### src/rtl/pulse_transmitter_pkg.sv
// Shared definitions for the pulse transmitter/receiver pair: register map,
// CFG field positions, 2-bit symbol encoding and receiver FSM states.
package pulse_transmitter_pkg;

  localparam logic [5:0] REG_CFG    = 6'h00;
  localparam logic [5:0] REG_THR    = 6'h04;
  localparam logic [5:0] REG_STATUS = 6'h08;
  localparam logic [5:0] DATA_BASE  = 6'h20;

  localparam int CFG_EN       = 0;
  localparam int CFG_PIN_LSB  = 1;
  localparam int CFG_INV      = 4;
  localparam int CFG_IRQ      = 5;
  localparam int CFG_PRE_LSB  = 6;
  localparam int CFG_TMO_LSB  = 10;
  localparam int CFG_LAST_LSB = 18;
  localparam int CFG_W        = 25;

  localparam int STAT_DONE_CLR = 8;

  // {level, long}: bit1 is the pulse level, bit0 set when above threshold
  localparam logic [1:0] SYM_LOW_A  = 2'b00;
  localparam logic [1:0] SYM_LOW_B  = 2'b01;
  localparam logic [1:0] SYM_HIGH_A = 2'b10;
  localparam logic [1:0] SYM_HIGH_B = 2'b11;

  typedef enum logic [1:0] {
    ST_IDLE, ST_ARMED, ST_MEASURE, ST_DONE
  } rx_state_e;

endpackage

### src/rtl/pulse_receiver_duration_counter.sv
// Prescaled tick generator feeding a saturating 8-bit pulse duration counter.
module pulse_receiver_duration_counter (
  input  logic       clk,
  input  logic       rst_n,
  input  logic       clear_i,
  input  logic [3:0] prescaler_i,
  output logic       tick_o,
  output logic [7:0] dur_o,
  output logic       saturated_o
);

  logic [14:0] pre_q;
  logic [7:0]  dur_q;
  logic [14:0] mask;

  assign mask = 15'((16'd1 << prescaler_i) - 16'd1);
  // >= keeps the period bounded if P is lowered while the counter is high
  assign tick_o      = (pre_q >= mask);
  assign dur_o       = dur_q;
  assign saturated_o = (dur_q == 8'hFF);

  always_ff @(posedge clk) begin
    if (!rst_n || clear_i) begin
      pre_q <= '0;
      dur_q <= '0;
    end else if (tick_o) begin
      pre_q <= '0;
      if (!saturated_o) dur_q <= dur_q + 8'd1;
    end else begin
      pre_q <= pre_q + 15'd1;
    end
  end

endmodule

### src/rtl/tqvp_hx2003_pulse_receiver.sv
// TinyQV pulse receiver: classifies captured pulses into 2-bit symbols packed
// into a word memory readable over the peripheral bus.
module tqvp_hx2003_pulse_receiver
  import pulse_transmitter_pkg::*;
#(
  parameter int NUM_DATA_REG = 8
) (
  input  logic        clk,
  input  logic        rst_n,
  input  logic [7:0]  ui_in,
  output logic [7:0]  uo_out,
  input  logic [5:0]  address,
  input  logic [31:0] data_in,
  input  logic [1:0]  data_write_n,
  input  logic [1:0]  data_read_n,
  output logic [31:0] data_out,
  output logic        data_ready,
  output logic        user_interrupt
);

  logic [CFG_W-1:0] cfg_q;
  logic [15:0]      thr_q;
  rx_state_e        state_q, state_d;
  logic [6:0]       count_q, count_d;
  logic             done_q, done_d, ovf_q, ovf_d;
  logic             prev_lvl_q;
  logic [NUM_DATA_REG-1:0][31:0] mem_q;

  logic       enable, invert, irq_en;
  logic [2:0] pin_sel;
  logic [3:0] prescaler;
  logic [7:0] tmo;
  logic [6:0] last_idx;
  logic       lvl, edge_det, tick, saturated, tmo_hit, arm, rec;
  logic [7:0] dur, thr_sel;
  logic [8:0] tmo_full;
  logic [1:0] sym;
  logic       wr_en, done_clr, busy;
  logic       unused_ok;

  assign enable    = cfg_q[CFG_EN];
  assign pin_sel   = cfg_q[CFG_PIN_LSB +: 3];
  assign invert    = cfg_q[CFG_INV];
  assign irq_en    = cfg_q[CFG_IRQ];
  assign prescaler = cfg_q[CFG_PRE_LSB +: 4];
  assign tmo       = cfg_q[CFG_TMO_LSB +: 8];
  assign last_idx  = cfg_q[CFG_LAST_LSB +: 7];

  assign lvl      = ui_in[pin_sel] ^ invert;
  assign edge_det = (lvl != prev_lvl_q);

  pulse_receiver_duration_counter u_dur (
    .clk         (clk),
    .rst_n       (rst_n),
    .clear_i     (edge_det | arm),
    .prescaler_i (prescaler),
    .tick_o      (tick),
    .dur_o       (dur),
    .saturated_o (saturated)
  );

  // Timeout fires on the tick that would bring dur up to the limit; 0 = 256
  assign tmo_full = (tmo == 8'd0) ? 9'd256 : {1'b0, tmo};
  assign tmo_hit  = tick && (({1'b0, dur} + 9'd1) == tmo_full);
  assign thr_sel  = prev_lvl_q ? thr_q[15:8] : thr_q[7:0];
  assign sym      = prev_lvl_q ? ((dur > thr_sel) ? SYM_HIGH_B : SYM_HIGH_A)
                               : ((dur > thr_sel) ? SYM_LOW_B  : SYM_LOW_A);

  assign wr_en    = (data_write_n == 2'b10) && !address[5];
  assign done_clr = wr_en && (address[3:2] == REG_STATUS[3:2]) && data_in[STAT_DONE_CLR];
  assign busy     = (state_q == ST_ARMED) || (state_q == ST_MEASURE);

  always_comb begin
    state_d = state_q;
    count_d = count_q;
    done_d  = done_q & ~done_clr;
    ovf_d   = ovf_q;
    arm     = 1'b0;
    rec     = 1'b0;
    if (!enable) begin
      state_d = ST_IDLE;
    end else begin
      case (state_q)
        ST_IDLE: begin
          state_d = ST_ARMED;
          arm     = 1'b1;
          count_d = '0;
          done_d  = 1'b0;
          ovf_d   = 1'b0;
        end
        ST_ARMED: if (edge_det && lvl) state_d = ST_MEASURE;
        ST_MEASURE: begin
          if (saturated && lvl && prev_lvl_q) ovf_d = 1'b1;
          if (edge_det) begin
            rec     = 1'b1;
            count_d = count_q + 7'd1;
            if (count_q == last_idx) begin
              state_d = ST_DONE;
              done_d  = 1'b1;
            end
          end else if (!lvl && tmo_hit) begin
            state_d = ST_DONE;
            done_d  = 1'b1;
          end
        end
        default: ;
      endcase
    end
  end

  always_ff @(posedge clk) begin
    if (!rst_n) begin
      state_q    <= ST_IDLE;
      count_q    <= '0;
      done_q     <= 1'b0;
      ovf_q      <= 1'b0;
      prev_lvl_q <= 1'b0;
      cfg_q      <= '0;
      thr_q      <= '0;
    end else begin
      state_q    <= state_d;
      count_q    <= count_d;
      done_q     <= done_d;
      ovf_q      <= ovf_d;
      prev_lvl_q <= lvl;
      if (wr_en && address[3:2] == REG_CFG[3:2]) cfg_q <= data_in[CFG_W-1:0];
      if (wr_en && address[3:2] == REG_THR[3:2]) thr_q <= data_in[15:0];
    end
  end

  // Symbol memory is left unreset; results stay readable across captures
  always_ff @(posedge clk) begin
    if (rec && (int'(count_q[6:4]) < NUM_DATA_REG))
      mem_q[count_q[6:4]][{count_q[3:0], 1'b0} +: 2] <= sym;
  end

  always_comb begin
    data_out = '0;
    if (address[5]) begin
      if (int'(address[4:2]) < NUM_DATA_REG) data_out = mem_q[address[4:2]];
    end else begin
      case (address[3:2])
        REG_CFG[3:2]:    data_out = {{(32-CFG_W){1'b0}}, cfg_q};
        REG_THR[3:2]:    data_out = {16'd0, thr_q};
        REG_STATUS[3:2]: data_out = {20'd0, lvl, busy, ovf_q, done_q, 1'b0, count_q};
        default:         data_out = '0;
      endcase
    end
  end

  assign uo_out         = 8'd0;
  assign data_ready     = 1'b1;
  assign user_interrupt = done_q & irq_en;
  assign unused_ok      = ^{data_read_n, address[1:0], data_in[31:CFG_W], DATA_BASE};

endmodule

### config.mk
export PLATFORM = sky130hd
export DESIGN_NAME = tqvp_hx2003_pulse_receiver
export DESIGN_NICKNAME = d
export VERILOG_FILES = /design/src/rtl/pulse_transmitter_pkg.sv /design/src/rtl/pulse_receiver_duration_counter.sv /design/src/rtl/tqvp_hx2003_pulse_receiver.sv
export SDC_FILE = /design/constraint.sdc
export NUM_CORES = 1
export LEC_CHECK = 0
export CORE_MARGIN = 1
export CORE_UTILIZATION = 45
export DETAILED_ROUTE_END_ITERATION = 8
export PLACE_DENSITY_LB_ADDON = 0.08
export SYNTH_ARGS = -nofsm -noshare
export SYNTH_HDL_FRONTEND = slang
export SYNTH_SLANG_ARGS = --single-unit
### constraint.sdc
create_clock -name clk -period 4.94 [get_ports clk]
set_input_delay 0.741 -clock clk [delete_from_list [all_inputs] [get_ports clk]]
set_output_delay 0.741 -clock clk [all_outputs]
set_load 0.02 [all_outputs]
== Word-level counts from Yosys, hierarchy flattened ==
Cells that the tools add are included.

* Shift-type cells: 3
* Add/subtract/negate cells: 6
* Mux-type cells: 33
* Bitwise gates (word level): 6
* $lt $le $gt $ge: 6
* Eq/ne operators: 14
* Reduce and logical (&&, ||, !) cells: 27

{| class="wikitable"
|+ Operator list
! kind !! number
|-
| 256-bit bitwise mux || 1
|-
| 32-bit binary-select mux with 3-bit select || 1
|-
| 32-bit demux with 3-bit select || 1
|-
| 32-bit 2-to-1 mux || 3
|-
| 25-bit case mux with 3 select lines || 1
|-
| 2-bit by 7-bit variable shift with 32-bit output (first input constant) || 1
|-
| 2-bit by 7-bit indexed part select with 32-bit output || 1
|-
| 15-bit by 1-bit adder with 15-bit output (second input constant) || 1
|-
| 15-bit greater-or-equal comparator || 1
|-
| 1-bit by 4-bit << shifter with 15-bit output (first input constant) || 1
|-
| 15-bit by 1-bit subtractor with 15-bit output (second input constant) || 1
|-
| 7-bit case mux with 2 select lines || 1
|-
| 1-bit 2-to-1 mux || 13
|-
| 3-bit by 4-bit < comparator with 1-bit output (second input constant) || 3
|-
| 1-bit logical AND || 11
|-
| 2-bit 2-to-1 mux || 5
|-
| 8-bit by 1-bit adder with 9-bit output (second input constant) || 1
|-
| 9-bit == test || 1
|-
| 9-bit 2-to-1 mux || 1
|-
| 8-bit by 1-bit adder with 8-bit output (second input constant) || 1
|-
| 8-bit == test (second input constant) || 1
|-
| 8-bit > comparator || 1
|-
| 8-bit logical NOT || 1
|-
| 8-bit 2-to-1 mux || 1
|-
| 27 further kinds || 41
|}

* Bits of input ports: 52
* Logic and storage cells: 112
* Output and inout bits: 42
* Register bits: 332

== Depth between registers and ports, before layout ==
Gate-level depths: netlist of run 1.

* Depth after elaboration: 10
* Depth in mapped cells: 17
* Depth with buffers taken out: 14

== Cells and area by module ==
From an unflattened synthesis of run 1, not the netlist that was laid out.

* Cell total of the unflattened synthesis: 1248
* Area, all modules: 15666.3 sq um

{| class="wikitable"
|+ Modules (own cells, without submodules)
! module !! instances !! cells each !! seq. area each (sq um) !! area an instance (sq um)
|-
| tqvp_hx2003_pulse_receiver || 1 || 1060 || 8748.4 || 14133.6
|-
| pulse_receiver_duration_counter || 1 || 188 || 460.4 || 1532.7
|}

== Least setup slack after synthesis of run 1 ==
OpenSTA, ideal clock, no wires.

* Path type: flip-flop to flip-flop
* From: register cfg_q[7]
* To: register u_dur.pre_q[10]
* Clock period less this slack: 3.326 ns
* Setup slack: 1.614 ns
* Path buffers: 4
* Arrival time: 3.198 ns
* Stages on the path, launching flop included: 15
* Setup time: 0.128 ns
* Cells stage by stage: dfxtp_1 -> clkbuf_1 -> nand3b_1 -> ha_1 -> buf_1 -> a22oi_1 -> o22a_1 -> ha_1 -> nand4_1 -> or2_2 -> o22ai_1 -> or3_1 -> clkbuf_1 -> clkbuf_1 -> nor2_1

* Cells in the longest elaborated chain, start to end: 4

{| class="wikitable"
|+ Ends and longest elaborated chain
! what !! line !! RTL
|-
| from (decl) || tqvp_hx2003_pulse_receiver.sv:21 || <nowiki>logic [CFG_W-1:0] cfg_q;</nowiki>
|-
| from (signal assigned) || tqvp_hx2003_pulse_receiver.sv:126 || <nowiki>if (wr_en && address[3:2] == REG_CFG[3:2]) cfg_q <= data_in[CFG_W-1:0];</nowiki>
|-
| 1-bit by 4-bit << shifter with 15-bit output || pulse_receiver_duration_counter.sv:16 || <nowiki>assign mask = 15'((16'd1 << prescaler_i) - 16'd1);</nowiki>
|-
| 15-bit by 1-bit subtractor with 15-bit output || pulse_receiver_duration_counter.sv:16 ||
|-
| 15-bit greater-or-equal comparator || pulse_receiver_duration_counter.sv:18 || <nowiki>assign tick_o = (pre_q >= mask);</nowiki>
|-
| 2-bit OR reduction (no source line) || n/a ||
|-
| to (signal assigned) || pulse_receiver_duration_counter.sv:30 || <nowiki>pre_q <= pre_q + 15'd1;</nowiki>
|-
| to (decl) || pulse_receiver_duration_counter.sv:12 || <nowiki>logic [14:0] pre_q;</nowiki>
|}

No other way between the ends.
A chain may end at the register's enable or synchronous reset.

== Worst setup path in the final report of run 1 ==
* From: register cfg_q[2]
* To: output data_out[11]

* Cells in the longest elaborated chain, start to end: 5

{| class="wikitable"
|+ Ends and longest elaborated chain
! what !! line !! RTL
|-
| 1-bit binary-select mux with 3-bit select || tqvp_hx2003_pulse_receiver.sv:49 || <nowiki>assign lvl = ui_in[pin_sel] ^ invert;</nowiki>
|-
| 1-bit 2-to-1 mux (not written as such) || tqvp_hx2003_pulse_receiver.sv:49 ||
|-
| 1-bit XOR || tqvp_hx2003_pulse_receiver.sv:49 ||
|-
| via lvl || tqvp_hx2003_pulse_receiver.sv:34 || <nowiki>logic lvl, edge_det, tick, saturated, tmo_hit, arm, rec;</nowiki>
|-
| 25-bit case mux with 3 select lines || tqvp_hx2003_pulse_receiver.sv:142 || <nowiki>case (address[3:2])</nowiki>
|-
| 32-bit 2-to-1 mux || tqvp_hx2003_pulse_receiver.sv:139 || <nowiki>if (address[5]) begin</nowiki>
|-
| to (decl) || tqvp_hx2003_pulse_receiver.sv:16 || <nowiki>output logic [31:0] data_out,</nowiki>
|}

The timed path passes the listed nets, and every way through them passes these cells. The select of a mux whose other input is x is not followed.

==> results of run 1 <==
[final cells by class]
type,instances,area [µm²],area share [%]
inverter,20,75.1,0.418
sequential,332,9210,51.3
clock buffer,45,998,5.57
timing repair buffer,95,881,4.91
multi-input combinational,826,5990,33.4
clock inverter,24,229,1.28
tap,448,561,3.12
[report_power, final]
group	switching [mW]	leakage, nW	internal [mW]
registers	0.0144	3.55	2.98
logic	0.185	2.38	0.120
clock network	1.14	0.610	1.66
total	1.34	6.55	4.76
[worst max-delay path by stage]
stage	start	end
floorplan	cfg_q[7]$_SDFFE_PN0P_	u_dur.pre_q[10]$_SDFF_PP0_
global placement	address[2]	data_out[0]
detailed placement	address[2]	data_out[0]
CTS	cfg_q[2]$_SDFFE_PN0P_	data_out[11]
global route	cfg_q[2]$_SDFFE_PN0P_	data_out[11]
finish	cfg_q[2]$_SDFFE_PN0P_	data_out[11]
[synthesized netlist by cell type (2+ instances only)]
master	n	area (µm²)
edfxtp_1	256	7690
nor2_1	218	818
nand2_1	139	522
dfxtp_1	76	1520
mux4_2	65	1460
clkbuf_1	54	203
mux2i_1	48	480
a21boi_0	41	308
ha_1	35	438
a21oi_1	28	140
o21ai_0	22	110
nand3_1	21	105
inv_1	20	75.1
xor2_1	20	175
nor2b_1	18	113
xnor2_1	17	149
mux2_2	16	180
a211oi_1	15	113
buf_2	15	75.1
a22o_1	12	105
nor3_1	10	50.1
buf_4	9	67.6
nand4_1	8	50.1
nor4_1	7	43.8
or3_1	7	43.8
a31oi_1	6	37.5
and2_1	6	37.5
and3_1	6	37.5
buf_1	6	22.5
or2_2	6	37.5
a21o_1	5	37.5
a22oi_1	4	30.0
nand2b_1	4	25.0
nand3b_1	3	22.5
a31o_2	2	17.5
conb_1	2	7.51
o2111ai_1	2	17.5
o21a_1	2	15.0
o21ai_1	2	10.0
o21ba_2	2	20.0
o22a_1	2	17.5
o22ai_1	2	12.5
o31a_1	2	17.5
[critical path, delay by kind of cell, from the launching register on]
kind	cells	cell delay (ns)
buf+inv	1	0.65
simple gates	1	0.12
compound gates	2	0.28
mux	3	0.91
flops	1	0.62
xor+xnor	1	0.33
[layer usage]
metal	vias up	track usage [%]	wire, µm	part of all wire (%)
li1	4708	-	-	-
met1	5046	31.4	17500	44
met2	272	38.3	19400	49
met3	69	3.30	1850	4.6
met4	0	7.66	1050	2.6
met5	-	0	0	0
[cells by family after synthesis]
logic type / after synthesis / synth area share (%)
adders and majority gates: 35 / 2.80
and+or+nand+nor: 457 / 12.5
muxes: 129 / 13.6
other: 2 / 0.0481
xor gates and xnor gates: 38 / 2.18
DFF: 332 / 59.0
buffers and inverters: 105 / 2.91
AOI/OAI and AO/OA: 158 / 7.03
[per-stage QoR]
stage | area [µm²] | hold slack, ns | util (%) | setup WS [ns] | total power [mW]
finish | 17900 | 0.477 | 53.0 | 0.755 | 6.10
floorplan | 15600 | 0.437 | - | 1.61 | 3.24
detailed placement | 16700 | 0.471 | 49.3 | 0.802 | 3.36
global route | 17900 | 0.518 | 53.0 | 0.597 | 6.30
global placement | 16700 | 0.457 | 49.3 | 0.787 | 3.36
CTS | 17900 | 0.479 | 53.0 | 0.728 | 6.15
[sequential cells by signal (all words and copies together) (netlist names)]
signal / count
mem_q: 256
cfg_q: 25
thr_q: 16
u_dur.pre_q: 15
u_dur.dur_o: 8
count_q: 7
state_q: 2
done_q: 1
ovf_q: 1
prev_lvl_q: 1
==> flow_summary_export.csv, run 1 <==
group,metric,value,unit
global_routing,grt_max_degree,52,
hold_path,hold_class,"flop to flop",
route,drt_first_pass_iters,5,
global_routing,antenna_found_initial,0,
global_routing,grt.overflow.total,0,
floorplan,die_w,188,µm
yosys,yosys_warnings,0,
route,dr.first_iter.drc_count,625,
clocking,cts.sink_count,332,
global_routing,grt_pass1_wl,61500,µm
sta,drv_slew,0,
clocking,cts.htree.levels,2,
setup_path,cpMostUsedCell,"mux2i_1",
yosys,avgSynthCellArea,12.4,µm²
sta,hold_viol,0,
clocking,cts_made_buffers,38,
clocking,cts_buffer_depth,3,
setup_path,required,4.20,ns
clocking,clk_latency,0.54,ns
yosys,syn_inst,1256,
yosys,synth_top_flop_cell,"edfxtp_1",
clocking,cts_resized,0,
status,run_status,"finished clean",
finish,finalNetCount,1400,
placement,place_congestion,0.836,
yosys,synth-edff-count,256,
sta,setup_viol,0,
setup_path,critPathArrivalTime,3.44,ns
power,p_leak,6.55,nW
setup_path,timing.critical_path.slowest_cell_delay,0.65,ns
setup_path,worst-r2r-cell-count,14,
clocking,post-cts-setup-buffers,0,
clocking,cts_tree,"yes",
finish,nFillCells,2927,
clocking,ctsHoldBuffers,0,
sta,timing.slew.headroom,42.6,%
setup_path,critPathKind,"flop to output pin",
setup_path,startpoint_type,"flop",
setup_path,slowest_stage,"clkdlybuf4s50_1",
setup_path,rrSetupSlack,1.02,ns
finish,n_antenna_cell,0,
placement,io_buffers,73,
sta,fin_setup_tns,0,ns
setup_path,crit_chain,"mux2i_1, mux4_2, xnor2_2, mux2i_1, nor2_1, a211oi_1, a21oi_1, clkdlybuf4s50_1",
route,vias,10100,
floorplan,rows,67,
sta,worst_pin_slew,0.862,ns
yosys,syn_area,15600,µm²
global_routing,grtUsageTotal,23.1,%
setup_path,cp_max_fo,6,
finish,layout-drive-gt1-share,13.3,%
floorplan,die_h,188,µm
sta,finalCriticalPeriod,4.19,ns
hold_path,min_to,"u_dur.pre_q[0]$_SDFF_PP0_",
finish,fin_cells,1790,
floorplan,die-area,35500,µm²
sta,clock_skew,0.0116,ns
sta,max_freq,0.239,GHz
floorplan,core_region_area,33900,µm²
power,p_per_area,340,nW/µm²
setup_path,setup.worst_path.end_class,"output pin",
route,ant_nets,0,
route,drc,0,
hold_path,min-delay-start,"u_dur.pre_q[0]$_SDFF_PP0_",
yosys,ys_types,58,
placement,dp.cells,1721,
floorplan,ioPinCount,94,
hold_path,holdPathStages,1,
clocking,clock-root-buffer,"clkbuf_16",
setup_path,timing.rr.start,"cfg_q[8]$_SDFFE_PN0P_",
finish,layout_commonest_cell,"edfxtp_1",
route,viasPerCell,5.64,
floorplan,start_util,46.1,%
placement,hpwl,26400,µm
route,wl_per_cell,22.3,µm
sta,fin_crit_sh,84.7,%
global_routing,grt_pass1_vias,10200,
route,wl,39800,µm
yosys,synth-async-reset-ratio,0,%
power,vdd_drop_max,0.285,mV
yosys,ys_ff_latch,332,
clocking,cts.reportedPaths.clkPinSlew,0.06,ns
job,max_cap_violations,0,
finish,area_growth,14.9,%
finish,layout_common_cells,"edfxtp_1, nor2_1, nand2_1, dfxtp_1, clkdlybuf4s50_1",
yosys,yosysSeqAreaShare,59.0,%
setup_path,r2r_end,"u_dur.dur_o[3]$_SDFFE_PP0P_",
sta,rsz0062_at_grt,"false",
Note: power is estimated with default switching activity, not from simulation.
==> run 2: changes to the inputs <==
clock period = 3.87 ns   (was 4.94 ns; I/O delays follow)
==> run 2 against run 1 <==
Effect of this change: utilization is 0.92 points higher; final cell count is 1.8% higher; sequential cell count stayed put; clock power is 25% higher; critical path depth is 1 higher; first-iteration DRC count is 19% higher; via count is 1.2% higher; clock-buffer cell count is 5 higher; worst hold slack better by 0.0051 ns; register-to-register slack worse by 0.62 ns; setup slack worse by 0.63 ns; die area stayed put; critical path type unchanged; largest power group unchanged.
==> flow_summary_export.csv, run 2 (same netlist as run 1, synthesis figures left out) <==
group,metric,value,unit
route,wl,39300,µm
route,ant_nets,0,
global_routing,grt_pass1_wl,60800,µm
setup_path,startpoint,"cfg_q[2]$_SDFFE_PN0P_",
floorplan,die_w,188,µm
finish,multi_input_area,5990,µm²
floorplan,die_h,188,µm
placement,place_area,17000,µm²
placement,io_buffers,73,
setup_path,critPathKind,"flop to output pin",
clocking,cts_resized,0,
finish,nFillCells,2958,
floorplan,die-area,35500,µm²
route,dr.first_iter.drc_count,742,
clocking,cts.htree.levels,2,
global_routing,grt.overflow.total,0,
setup_path,worst-r2r-cell-count,14,
route,drc,0,
power,p_per_area,425,nW/µm²
global_routing,grt_max_degree,51,
sta,fin_crit_sh,96.8,%
hold_path,holdPathStages,1,
global_routing,antenna_found_initial,0,
setup_path,startpoint_type,"flop",
floorplan,core_region_area,33900,µm²
power,vdd_drop_max,0.297,mV
sta,finalCriticalPeriod,3.75,ns
clocking,post-cts-setup-buffers,0,
setup_path,r2r_end,"u_dur.dur_o[4]$_SDFFE_PP0P_",
sta,rsz0062_at_grt,"false",
sta,setup_viol,0,
power,p_total,7.75,mW
sta,hold_viol,0,
floorplan,start_util,46.1,%
setup_path,timing.rr.start,"cfg_q[6]$_SDFFE_PN0P_",
global_routing,grtUsageTotal,22.8,%
clocking,cts_made_buffers,38,
hold_path,hold_class,"flop to flop",
floorplan,rows,67,
sta,worst_pin_slew,0.815,ns
clocking,cts.reportedPaths.clkPinSlew,0.06,ns
finish,largest_reg_flops,256,
finish,layout-drive-gt1-share,15.2,%
sta,max_freq,0.267,GHz
finish,layout_commonest_cell,"edfxtp_1",
route,viasPerCell,5.61,
sta,drv_slew,0,
finish,n_antenna_cell,0,
clocking,cts_tree,"yes",
finish,finalNetCount,1432,
clocking,cts.sink_count,332,
finish,final_area,18300,µm²
placement,hpwl,27100,µm
clocking,ctsHoldBuffers,0,
status,run_status,"finished clean",
setup_path,cp_max_fo,5,
sta,fin_setup_tns,0,ns
setup_path,critPathArrivalTime,3.16,ns
sta,timing.slew.headroom,45.3,%
setup_path,rrSetupSlack,0.40,ns
route,drt_first_pass_iters,5,
finish,final_util,53.9,%
sta,clock_skew,0.0178,ns
hold_path,min_to,"u_dur.pre_q[0]$_SDFF_PP0_",
finish,layout_common_cells,"edfxtp_1, nor2_1, nand2_1, dfxtp_1, clkdlybuf4s50_1",
clocking,cts_buffer_depth,3,
placement,dp.cells,1753,
finish,fin_cells,1823,
job,max_cap_violations,0,
power,p_leak,6.72,nW
floorplan,ioPinCount,94,
finish,area_growth,16.9,%
finish,regArea,9210,µm²
clocking,clk_latency,0.55,ns
clocking,clock-root-buffer,"clkbuf_16",
hold_path,min-delay-start,"u_dur.pre_q[0]$_SDFF_PP0_",
placement,place_congestion,0.829,
route,vias,10200,
route,wl_per_cell,21.6,µm
setup_path,setup.worst_path.end_class,"output pin",
global_routing,grt_pass1_vias,10300,
setup_path,required,3.29,ns
-- run 2: cell count changes in the layout (fill, tap and decap cells not counted), moves of 3 or more --
cell / previous run / this run
buf_12: 0 / 7
clkbuf_1: 6 / 11
buf_4: 24 / 49
clkinv_2: 10 / 7
-- run 2: cell type report --
class / count / area share (%)
clock inverters: 20 / 1.04
flip-flops and latches: 332 / 50.5
clock buffers: 50 / 5.57
inverters: 20 / 0.411
repair buffers: 127 / 6.62
multi-input cells: 826 / 32.8
well taps: 448 / 3.07
-- run 2: stage by stage --
stage	setup slack, ns	hold slack, ns
after global routing	0.0149	0.513
after floorplan	0.544	0.437
final	0.125	0.482
after detailed placement	0.139	0.470
after global placement	0.211	0.466
after CTS	0.0809	0.484
-- run 2: per-layer routing --
metal / vias to the layer above / global-route usage (%) / wire length (µm)
li1: 4753 / - / -
met1: 5070 / 31.8 / 17500
met2: 308 / 36.4 / 18500
met3: 87 / 3.05 / 2120
met4: 0 / 8.50 / 1240
met5: - / 0 / 0
-- run 2: where the power goes --
group | internal [mW] | switching [mW]
sequential | 3.81 | 0.0170
combinational | 0.174 | 0.242
clock | 2.07 | 1.44
total | 6.05 | 1.70
-- run 2: worst max path at each step --
stage,cells after the start,end,slack [ns]
after floorplan,14,u_dur.pre_q[10]$_SDFF_PP0_,0.54
after global placement,11,mem_q[197]$_DFFE_PP_,0.21
after detailed placement,11,mem_q[194]$_DFFE_PP_,0.14
after CTS,9,data_out[11],0.08
after global routing,9,data_out[11],0.01
final,9,data_out[11],0.12
-- run 2: worst max-delay path, cell delays in order (launching register included) --
cell,delay (ns)
dfxtp_1,0.38
buf_4,0.19
mux2i_1,0.13
mux4_2,0.51
xnor2_2,0.23
mux2i_1,0.11
nor2_1,0.10
a211oi_1,0.05
a21oi_1,0.26
clkdlybuf4s50_1,0.66
==> run 3: changes to the inputs <==
--- a/constraint.sdc
+++ b/constraint.sdc
@@ -3,2 +3,2 @@
 set_output_delay 0.5805 -clock clk [all_outputs]
-set_load 0.02 [all_outputs]
+set_load 0.01 [all_outputs]
==> run 3 against run 2 <==
Effect of this change: combinational power is 3% lower; sequential cell count stayed put; non-clock buffer count is 3 lower; clock-buffer cell count is 3 higher; maximum frequency is 1.4% higher; largest cell class unchanged; via count is 1.3% lower; final cell count hardly changed; critical endpoint unchanged; worst hold slack better by 0.0064 ns; clock skew is 0.00069 ns higher; first-iteration DRC count is 8.8% lower; sequential share of layout area hardly changed; die area stayed put.
==> flow_summary_export.csv, run 3 (same netlist as run 1, synthesis figures left out) <==
group,metric,value,unit
clocking,cts_made_buffers,39,
route,viasPerCell,5.54,
finish,finalNetCount,1430,
finish,nFillCells,2928,
finish,layout-drive-gt1-share,15.1,%
clocking,cts.reportedPaths.clkPinSlew,0.06,ns
sta,clock_skew,0.0185,ns
sta,drv_slew,0,
setup_path,cpMostUsedCell,"mux2i_1",
route,vias,10100,
finish,layout_commonest_cell,"edfxtp_1",
finish,layout_common_cells,"edfxtp_1, nor2_1, nand2_1, dfxtp_1, clkdlybuf4s50_1",
power,p_per_area,426,nW/µm²
setup_path,critPathBufInv,2,
finish,final_area,18200,µm²
global_routing,antenna_found_initial,0,
setup_path,setup.worst_path.end_class,"output pin",
hold_path,hold_class,"flop to flop",
power,p_seq_share,49.2,%
finish,largest_reg_flops,256,
global_routing,grt_pass1_vias,10300,
setup_path,timing.critical_path.slowest_cell_delay,0.59,ns
clocking,cts_tree,"yes",
global_routing,grt.overflow.total,0,
setup_path,slowest_stage,"clkdlybuf4s50_1",
setup_path,rrSetupSlack,0.43,ns
setup_path,cp_top_family,"buffers and inverters",
floorplan,ioPinCount,94,
power,vdd_drop_max,0.332,mV
placement,hpwl,26700,µm
finish,fin_cells,1822,
placement,io_buffers,73,
sta,hold_viol,0,
route,drc,0,
power,pwr-share-clk,45.6,%
clocking,cts.htree.levels,2,
power,p_leak,6.70,nW
sta,rsz0062_at_grt,"false",
sta,max_freq,0.271,GHz
global_routing,grt_max_degree,52,
setup_path,crit_chain,"buf_4, mux2i_1, mux4_2, xnor2_2, mux2i_1, nor2_1, a211oi_1, a21oi_1, clkdlybuf4s50_1",
floorplan,start_util,46.1,%
route,drt_first_pass_iters,5,
clocking,clock-root-buffer,"clkbuf_16",
global_routing,grtUsageTotal,22.3,%
sta,worst_hold_slack,0.488,ns
power,combPwrFrac,5.2,%
global_routing,grt_pass1_wl,59600,µm
floorplan,die_w,188,µm
placement,place_congestion,0.831,
power,p_switching,1.67,mW
power,switching_share,21.5,%
setup_path,critPathArrivalTime,3.11,ns
route,wl,38700,µm
floorplan,die-area,35500,µm²
setup_path,critPathKind,"flop to output pin",
floorplan,die_h,188,µm
clocking,cts.sink_count,332,
setup_path,cp_max_fo,5,
sta,timing.slew.headroom,43.1,%
placement,post-place-ws,0.165,ns
route,wl_per_cell,21.2,µm
job,max_cap_violations,0,
finish,n_antenna_cell,0,
setup_path,startpoint_type,"flop",
placement,place_area,17000,µm²
clocking,cts_buffer_depth,3,
sta,fin_setup_tns,0,ns
sta,finalCriticalPeriod,3.69,ns
setup_path,required,3.29,ns
sta,fin_crit_sh,95.4,%
finish,area_growth,16.8,%
floorplan,rows,67,
sta,worst_pin_slew,0.847,ns
sta,final.setup.worst_slack,0.177,ns
clocking,clk_latency,0.54,ns
route,dr.first_iter.drc_count,677,
status,run_status,"finished clean",
floorplan,core_region_area,33900,µm²
sta,setup_viol,0,
placement,dp.cells,1750,
route,ant_nets,0,
power,p_int,6.10,mW
==> run 3: cell count changes in the layout (fill, tap and decap cells not counted), sizes merged <==
cell	previous run	this run
clkbuf	50	53
buf	58	55
inv	22	21
==> run 3: worst reg2reg max path, stage by stage (launching register included) <==
cell	delay [ns]
dfxtp_1	0.42
nor2_1	0.24
nand2_1	0.11
ha_1	0.23
buf_4	0.18
nor2_1	0.13
a22oi_1	0.08
o22a_1	0.23
ha_1	0.30
nand4_1	0.12
or2_2	0.32
o22ai_2	0.28
o21bai_2	0.22
or3_1	0.39
a21oi_1	0.14
==> run 3: power groups by stage <==
stage          clock [mW]  sequential [mW]  combinational (mW)
4_1_cts              3.61             3.82               0.409
6_report             3.54             3.82               0.405
2_1_floorplan           0             3.89               0.245
3_3_place_gp            0             3.90               0.407
5_1_grt              3.75             3.82               0.441
3_5_place_dp            0             3.90               0.407
==> run 3: metal layers <==
| layer | vias to the layer above | track usage, % | share of wire (%) |
|---|---|---|---|
| li1 | 4752 | - | - |
| met1 | 5014 | 30.3 | 44 |
| met2 | 245 | 37.0 | 48 |
| met3 | 75 | 3.04 | 5.0 |
| met4 | 0 | 7.38 | 3.0 |
| met5 | - | 0 | 0 |
==> run 3: timing repair <==
item / in CTS / in global routing
hold buffers: 0 / 0
setup endpoints to repair: 0 / 3
setup buffers: 0 / 0
gates resized for setup: 0 / 1
==> run 3: layout make-up <==
class                   instances  area (µm²)  area share (%)
clock inverters                19         203            1.11
inverters                      20        75.1           0.412
flip-flops and latches        332        9210            50.5
multi-input cells             826        5990            32.9
repair buffers                124        1150            6.30
well taps                     448         561            3.07
clock buffers                  53        1050            5.75
==> run 3: path summary, 6_finish.rpt <==
check | depth (start not counted) | startpoint | end
setup / recovery | 9 | cfg_q[2]$_SDFFE_PN0P_ | data_out[11]
hold / removal | 1 | u_dur.pre_q[0]$_SDFF_PP0_ | u_dur.pre_q[0]$_SDFF_PP0_
setup reg to reg | 14 | cfg_q[6]$_SDFFE_PN0P_ | u_dur.dur_o[5]$_SDFFE_PP0P_
hold reg to reg | 1 | u_dur.pre_q[0]$_SDFF_PP0_ | u_dur.pre_q[0]$_SDFF_PP0_
==> run 3: stage by stage <==
stage / total power, mW / utilization (%)
CTS: 7.85 / 53.8
global route: 8.01 / 53.8
floorplan: 4.13 / -
global placement: 4.31 / 50.1
detailed placement: 4.30 / 50.1
finish: 7.77 / 53.8
